## src/rtl/c8_dncnt_if.sv

```systemverilog
// c8_dncnt control/data bundle.
// master drives load/count controls; slave returns count state.
interface c8_dncnt_if #(
  parameter int WIDTH = 8
);
  logic             clr;
  logic             load_en;
  logic             src_sel;
  logic [WIDTH-1:0] data_a;
  logic [WIDTH-1:0] data_b;
  logic             cnt_en;
  logic             auto_rld;
  logic             inv_sel;
  logic [WIDTH-1:0] cnt_q;
  logic [WIDTH-1:0] rld_q;
  logic             zero;
  logic             borrow;
  logic             done;
  logic [WIDTH-1:0] rd_q;

  modport master (
    output clr, load_en, src_sel,
    output data_a, data_b,
    output cnt_en, auto_rld, inv_sel,
    input  cnt_q, rld_q, zero,
    input  borrow, done, rd_q
  );

  modport slave (
    input  clr, load_en, src_sel,
    input  data_a, data_b,
    input  cnt_en, auto_rld, inv_sel,
    output cnt_q, rld_q, zero,
    output borrow, done, rd_q
  );
endinterface

```

## src/rtl/c8_dncnt.sv

```systemverilog
// Registered loadable down-counter with
// borrow/expiry reporting and optional auto-reload.
module c8_dncnt #(
  parameter int WIDTH = 8
) (
  input logic        clk,
  input logic        rst,
  c8_dncnt_if.slave  bus
);
  typedef enum logic [1:0] {
    IDLE    = 2'd0,
    COUNT   = 2'd1,
    EXPIRED = 2'd2
  } state_e;

  state_e           state_q, state_d;
  logic [WIDTH-1:0] cnt_q, cnt_d;
  logic [WIDTH-1:0] rld_q, rld_d;
  logic             borrow_q, borrow_d;
  logic [WIDTH-1:0] ld_val;

  assign ld_val = bus.src_sel ? bus.data_a
                              : bus.data_b;

  always_ff @(posedge clk or posedge rst) begin
    if (rst) begin
      state_q  <= IDLE;
      cnt_q    <= '0;
      rld_q    <= '0;
      borrow_q <= 1'b0;
    end else begin
      state_q  <= state_d;
      cnt_q    <= cnt_d;
      rld_q    <= rld_d;
      borrow_q <= borrow_d;
    end
  end

  always_comb begin
    state_d  = state_q;
    cnt_d    = cnt_q;
    rld_d    = rld_q;
    borrow_d = 1'b0;
    if (bus.clr) begin
      cnt_d   = '0;
      state_d = IDLE;
    end else if (bus.load_en) begin
      cnt_d   = ld_val;
      rld_d   = ld_val;
      state_d = COUNT;
    end else begin
      case (state_q)
        IDLE:    state_d = IDLE;
        EXPIRED: state_d = EXPIRED;
        COUNT: begin
          if (bus.cnt_en) begin
            if (cnt_q != '0) begin
              cnt_d = cnt_q - WIDTH'(1);
            end else begin
              // expiry replaces the 0 -> all-ones wrap
              borrow_d = 1'b1;
              if (bus.auto_rld) cnt_d = rld_q;
              else state_d = EXPIRED;
            end
          end
        end
        default: state_d = IDLE;
      endcase
    end
  end

  assign bus.cnt_q  = cnt_q;
  assign bus.rld_q  = rld_q;
  assign bus.zero   = (cnt_q == '0);
  assign bus.borrow = borrow_q;
  assign bus.done   = (state_q == EXPIRED);
  assign bus.rd_q   = bus.inv_sel ? ~cnt_q
                                  : ~rld_q;
endmodule

```

## src/flat_wrapper.sv

```systemverilog
// flat-port wrapper written by rule: the top's interface ports become plain ports
module c8_dncnt_flat 
#(
  parameter int WIDTH = 8
)
  (clk, rst, bus_clr, bus_load_en, bus_src_sel, bus_data_a, bus_data_b, bus_cnt_en, bus_auto_rld, bus_inv_sel, bus_cnt_q, bus_rld_q, bus_zero, bus_borrow, bus_done, bus_rd_q);
  c8_dncnt_if #(.WIDTH(WIDTH)) bus_i ();
  input logic clk;
  input logic rst;
  input wire logic [$bits(bus_i.clr)-1:0] bus_clr;
  input wire logic [$bits(bus_i.load_en)-1:0] bus_load_en;
  input wire logic [$bits(bus_i.src_sel)-1:0] bus_src_sel;
  input wire logic [$bits(bus_i.data_a)-1:0] bus_data_a;
  input wire logic [$bits(bus_i.data_b)-1:0] bus_data_b;
  input wire logic [$bits(bus_i.cnt_en)-1:0] bus_cnt_en;
  input wire logic [$bits(bus_i.auto_rld)-1:0] bus_auto_rld;
  input wire logic [$bits(bus_i.inv_sel)-1:0] bus_inv_sel;
  output wire logic [$bits(bus_i.cnt_q)-1:0] bus_cnt_q;
  output wire logic [$bits(bus_i.rld_q)-1:0] bus_rld_q;
  output wire logic [$bits(bus_i.zero)-1:0] bus_zero;
  output wire logic [$bits(bus_i.borrow)-1:0] bus_borrow;
  output wire logic [$bits(bus_i.done)-1:0] bus_done;
  output wire logic [$bits(bus_i.rd_q)-1:0] bus_rd_q;
  assign bus_i.clr = bus_clr;
  assign bus_i.load_en = bus_load_en;
  assign bus_i.src_sel = bus_src_sel;
  assign bus_i.data_a = bus_data_a;
  assign bus_i.data_b = bus_data_b;
  assign bus_i.cnt_en = bus_cnt_en;
  assign bus_i.auto_rld = bus_auto_rld;
  assign bus_i.inv_sel = bus_inv_sel;
  assign bus_cnt_q = bus_i.cnt_q;
  assign bus_rld_q = bus_i.rld_q;
  assign bus_zero = bus_i.zero;
  assign bus_borrow = bus_i.borrow;
  assign bus_done = bus_i.done;
  assign bus_rd_q = bus_i.rd_q;
  c8_dncnt #(.WIDTH(WIDTH)) u_core (.clk(clk), .rst(rst), .bus(bus_i));
endmodule
```

## config.mk

```make
export PLATFORM = sky130hd
export DESIGN_NAME = c8_dncnt_flat
export DESIGN_NICKNAME = d
export VERILOG_FILES = /design/src/rtl/c8_dncnt_if.sv /design/src/rtl/c8_dncnt.sv /design/src/flat_wrapper.sv
export SDC_FILE = /design/constraint.sdc
export NUM_CORES = 1
export LEC_CHECK = 0
export BUFFER_PORTS_ARGS = -buffer_cell sky130_fd_sc_hd__buf_4
export CAP_MARGIN = 20
export CORE_ASPECT_RATIO = 1.4
export CORE_MARGIN = 3
export CORE_UTILIZATION = 50
export DETAILED_ROUTE_END_ITERATION = 12
export PLACE_DENSITY_LB_ADDON = 0.25
export RECOVER_POWER = 50
export SYNTH_ARGS = -nofsm -noshare
export SYNTH_HDL_FRONTEND = slang
export SYNTH_SLANG_ARGS = --single-unit
```

## constraint.sdc

```tcl
create_clock -name clk -period 3.7 [get_ports clk]
set_input_delay 0.37 -clock clk [delete_from_list [all_inputs] [get_ports clk]]
set_output_delay 0.37 -clock clk [all_outputs]
set_load 0.005 [all_outputs]
```

**Word-level counts from Yosys, hierarchy flattened**

Cells that the tools add are included.

- Bits in registers: 19
- Input port bits: 24
- Output and inout port bits: 27
- Logic and storage cells: 40

- Add/subtract/negate cells: 1
- Equal/unequal tests: 5
- Mux-type cells: 19
- Bitwise gates (word level): 3
- Reductions and logical operators: 8

Operators with widths:

| kind | number |
|---|---|
| $mux 8 | 8 |
| $not 8->8 | 2 |
| $ne 4x4->1 const B | 3 |
| $mux 2 | 5 |
| $logic_not 8->1 | 1 |
| $reduce_bool 8->1 | 1 |
| $sub 8x1->8 const B | 1 |
| $reduce_and 3->1 | 2 |
| $reduce_bool 3->1 | 2 |
| $mux 1 | 5 |
| $pmux 2 s2 | 1 |
| $reduce_bool 4->1 | 1 |
| $eq 2x1->1 const B | 1 |
| $eq 2x2->1 const B | 1 |
| $reduce_and 2->1 | 1 |
| $not 1->1 | 1 |

**Depth between registers and ports, before layout**

- Word-level depth: 6
- Gate-level depth with buffers: 7
- Gate-level depth less buffers: 7

**Worst setup path before layout**

OpenSTA, ideal clock, no wires.

- Kind: reg2reg
- From: register u_core.cnt_q[0] (netlist: u_core.bus.cnt_q[0])
- To: register u_core.cnt_q[5] (netlist: u_core.bus.cnt_q[5])
- Arrival: 1.903 ns
- Required time: 3.570 ns
- Setup slack: 1.668 ns
- Cell stages (with the launch flop): 8
- Buffers on the path: 1
- Period minus slack after synthesis: 2.032 ns
- Cell sequence: dfrtp_1 -> inv_1 -> ha_1 -> or4b_1 -> buf_6 -> mux2_4 -> a211oi_2 -> o22ai_1

- Word-level cells in the longest chain between the ends: 6
- Elaborated cells between the ends (all ways): 9
- Classes of those cells: 1 x add/sub; 5 x mux; 3 x reduce/logical

RTL lines:

| item | RTL line | source |
|---|---|---|
| start: declaration | c8_dncnt.sv:17 | `logic [WIDTH-1:0] cnt_q, cnt_d;` |
| start signal: assignment | c8_dncnt.sv:33 | `cnt_q <= cnt_d;` |
| $sub 8x1->8 / $reduce_bool 8->1 (equally long branches) | c8_dncnt.sv:58, c8_dncnt.sv:57 |  |
| $mux 8 | c8_dncnt.sv:57 | `if (cnt_q != '0) begin` |
| $mux 8 | c8_dncnt.sv:56 | `if (bus.cnt_en) begin` |
| $mux 8 | c8_dncnt.sv:52 | `case (state_q)` |
| $mux 8 | c8_dncnt.sv:47 | `end else if (bus.load_en) begin` |
| $mux 8 | c8_dncnt.sv:44 | `if (bus.clr) begin` |

Several ways; a longest one is shown, not always the timed one. The select of a mux whose other input is x is not followed.
A chain may end at the register's enable or synchronous reset.

**Final worst setup path**

- From: register u_core.cnt_q[0] (netlist: u_core.bus.cnt_q[0])
- To: output port bus_zero

- Word-level cells in the longest chain between the ends: 1

RTL lines:

| item | RTL line | source |
|---|---|---|
| $logic_not 8->1 | c8_dncnt.sv:74 | `assign bus.zero = (cnt_q == '0);` |
| end: declaration | flat_wrapper.sv:20 | `output wire logic [$bits(bus_i.zero)-1:0] bus_zero;` |

No other way between the ends.

==> results.py <==
metrics = {
    "worst_hold_path": {
        "hp-class": "in2async",
    },
    "routing": {
        "drt-pass1-iter-count": 4,
        "vias_per_cell": 5.758,
        "wl_mm": 3.532,
        "wl_per_cell_um": 15.56,
        "drt.antenna.violating_nets": 0,
        "drtIter0Drc": 75,
        "drc_errors": 0,
        "dr_total_vias": 1307,
    },
    "final_layout": {
        "layout_common_cells": "buf_4 (44), dfrtp_1 (19), nand2_1 (17), mux2i_1 (16)",
        "final_common_cell": "buf_4",
        "n_antenna_cell": 0,
        "syn_to_final_growth_pct": 30.27,
        "num-nets-final": 222,
        "drive_gt1_share_pct": 32.12,
    },
    "synth": {
        "yosys_warnings": 0,
        "synth_area_leader_cell": "dfrtp_1",
        "async_flop_share_pct": 100.0,
        "seq_area_frac_synth_pct": 35.61,
        "synth_top_area_share_pct": 35.61,
        "syn-num-nets": 175,
        "synth_cell_types": 44,
        "ys_top_cells_by_area": "dfrtp_1 (36%), mux2i_1 (12%), nand2_1 (4.8%)",
        "avgSynthCellArea_sq_um": 9.082,
        "syn_area_sq_um": 1335,
        "synthFlopType": "dfrtp_1",
        "synth_seq_cells": 19,
        "synth_edf_count": 0,
        "syn_inst": 147,
    },
    "clock_network": {
        "cts_tree": "built",
        "holdBufCountCts": 0,
        "clock_latency_ns": 0.31,
        "cts_setup_buffers": 0,
        "cts_buffer_depth": 2,
        "cts_root_buf": "clkbuf_4",
        "cts_buffers": 3,
        "cts_sinks": 19,
        "htree_levels": 1,
        "cts_resized": 0,
        "path_clk_slew_ns": 0.11,
    },
    "sta": {
        "rsz0062_at_grt": "false",
        "fmax_ghz": 0.3732,
        "period_minus_slack_ns": 2.680,
        "finalWorstSetupSlack_ns": 1.020,
        "finalSetupTns_ns": 0,
        "worst_pin_slew_ns": 0.9942,
        "maxSlewViolCount": 0,
        "skew_ns": 0.0005446,
        "fin_crit_sh_pct": 72.43,
        "hold_viol_final": 0,
        "max_slew_margin_pct": 33.41,
        "finalSetupViolCount": 0,
    },
    "die": {
        "die-width_um": 49.67,
        "die-area_sq_um": 3335,
        "coreArea_sq_um": 2470,
        "placementRows": 21,
        "die_h_um": 67.14,
        "io_pins": 51,
        "start_util_pct": 54.05,
    },
    "global_routing": {
        "grt_start_max_net_pins": 20,
        "grt-ovfl-total": 0,
        "grt_pass1_wl_mm": 5.844,
        "grt_pass1_vias": 1276,
        "grtUsageTotal_pct": 22.88,
        "grt_antenna_before_repair": 0,
    },
    "flow_run": {
        "cap_violations": 0,
    },
    "placement": {
        "dpl.hpwl_mm": 2.703,
        "place.gp.congestion": 0.8652,
        "io_buffers": 50,
        "dp_slack_ns": 1.287,
    },
    "critical_path": {
        "cp_max_fo": 8,
        "cp.arrival_ns": 2.31,
        "worstSetupStartpointType": "flip-flop",
        "cp-end-kind": "primary output",
        "worstSetupPathType": "reg2out",
        "cp.required_ns": 3.33,
    },
    "power": {
        "leakage_nw": 0.8700,
        "power_density_nw_per_um2": 386.6,
        "ir_worst_vdd_mv": 0.2810,
    },
    "run_status": {
        "outcome": "completed",
    },
}
-- Yosys cell counts, drive strengths merged, types with 2 or more instances --
library cell / n
dfrtp: 19
nand2: 17
mux2i: 16
nor2: 9
inv: 8
o21ai: 8
a21oi: 6
clkbuf: 6
nor3: 6
a31oi: 4
ha: 4
or2: 4
a211oi: 3
buf: 3
mux2: 3
o211ai: 3
a21o: 2
nand2b: 2
o22ai: 2
o32ai: 2
-- state kept, by name (all words and copies together), names as in the netlist --
signal             cells
u_core.bus.cnt_q       8
u_core.bus.rld_q       8
u_core.state_q         2
u_core.bus.borrow      1
-- final timing paths --
path | start | to | slack [ns] | depth (start not counted)
worst max-delay path | u_core.bus.cnt_q[0] | bus_zero | 1.02 | 6
worst min-delay path | rst | u_core.bus.rld_q[1] | 0.18 | 2
max in group asynchronous | rst | u_core.bus.borrow | 3.05 | 2
worst min register to register | u_core.bus.rld_q[7] | u_core.bus.rld_q[7] | 0.56 | 2
worst max register to register | u_core.bus.cnt_q[0] | u_core.bus.cnt_q[6] | 1.23 | 6
min in group clk | bus_cnt_en | u_core.bus.borrow | 0.36 | 3
-- critical path, cell delays in order, from the launching register on --
cell,delay [ns]
dfrtp_1,0.48
inv_1,0.12
ha_1,0.23
nor4b_1,0.61
nand2_1,0.29
inv_1,0.16
buf_4,0.12
-- logic make-up (layout without fill, tap and decap cells) --
group	Yosys count	in the layout	share of synthesized area, %
simple gates	47	47	17.25
compound gates	40	40	22.40
mux	19	19	14.81
flops	19	19	35.61
buf+inv	17	63	5.529
fa+ha+maj	4	4	3.749
xor+xnor	1	1	0.6562
-- through the flow --
step | util (%) | instance area, sq um | total power, W | hold slack (ns) | instances
after global routing | 70.42 | 1739 | 0.0007178 | 0.2289 | 227
after CTS | 70.57 | 1743 | 0.0006769 | 0.2108 | 227
after floorplan | - | 1335 | 0.0004437 | 0.3211 | 147
after global placement | 69.50 | 1717 | 0.0005564 | 0.5167 | 223
after detailed placement | 69.50 | 1717 | 0.0005682 | 0.5294 | 223
final | 70.42 | 1739 | 0.0006724 | 0.1825 | 227
-- report_power, final --
part / internal (W) / switching [W] / leakage, nW
clock network: 0.0000422 / 0.0000678 / 0.0150
logic: 0.000149 / 0.000136 / 0.614
registers: 0.000235 / 0.0000427 / 0.241
-- per-layer routing --
layer | GRT usage [%] | routed length, um | vias to the layer above | part of all wire (%)
met2 | 43.38 | 1903 | 43 | 54
met3 | 3.311 | 168 | 4 | 4.8
met1 | 25.21 | 1419 | 631 | 40
met4 | 9.689 | 41 | 0 | 1.2
li1 | - | - | 629 | -
met5 | 0 | 0 | - | 0
-- area by class of cell --
type | instances | area, sq um
multi-input combinational | 111 | 785.8
fill | 222 | 730.7
sequential | 19 | 475.5
timing repair buffer | 51 | 379.1
tap | 34 | 42.54
inverter | 8 | 30.03
clock buffer | 4 | 26.28
Note: power is estimated with default switching activity, not from simulation.
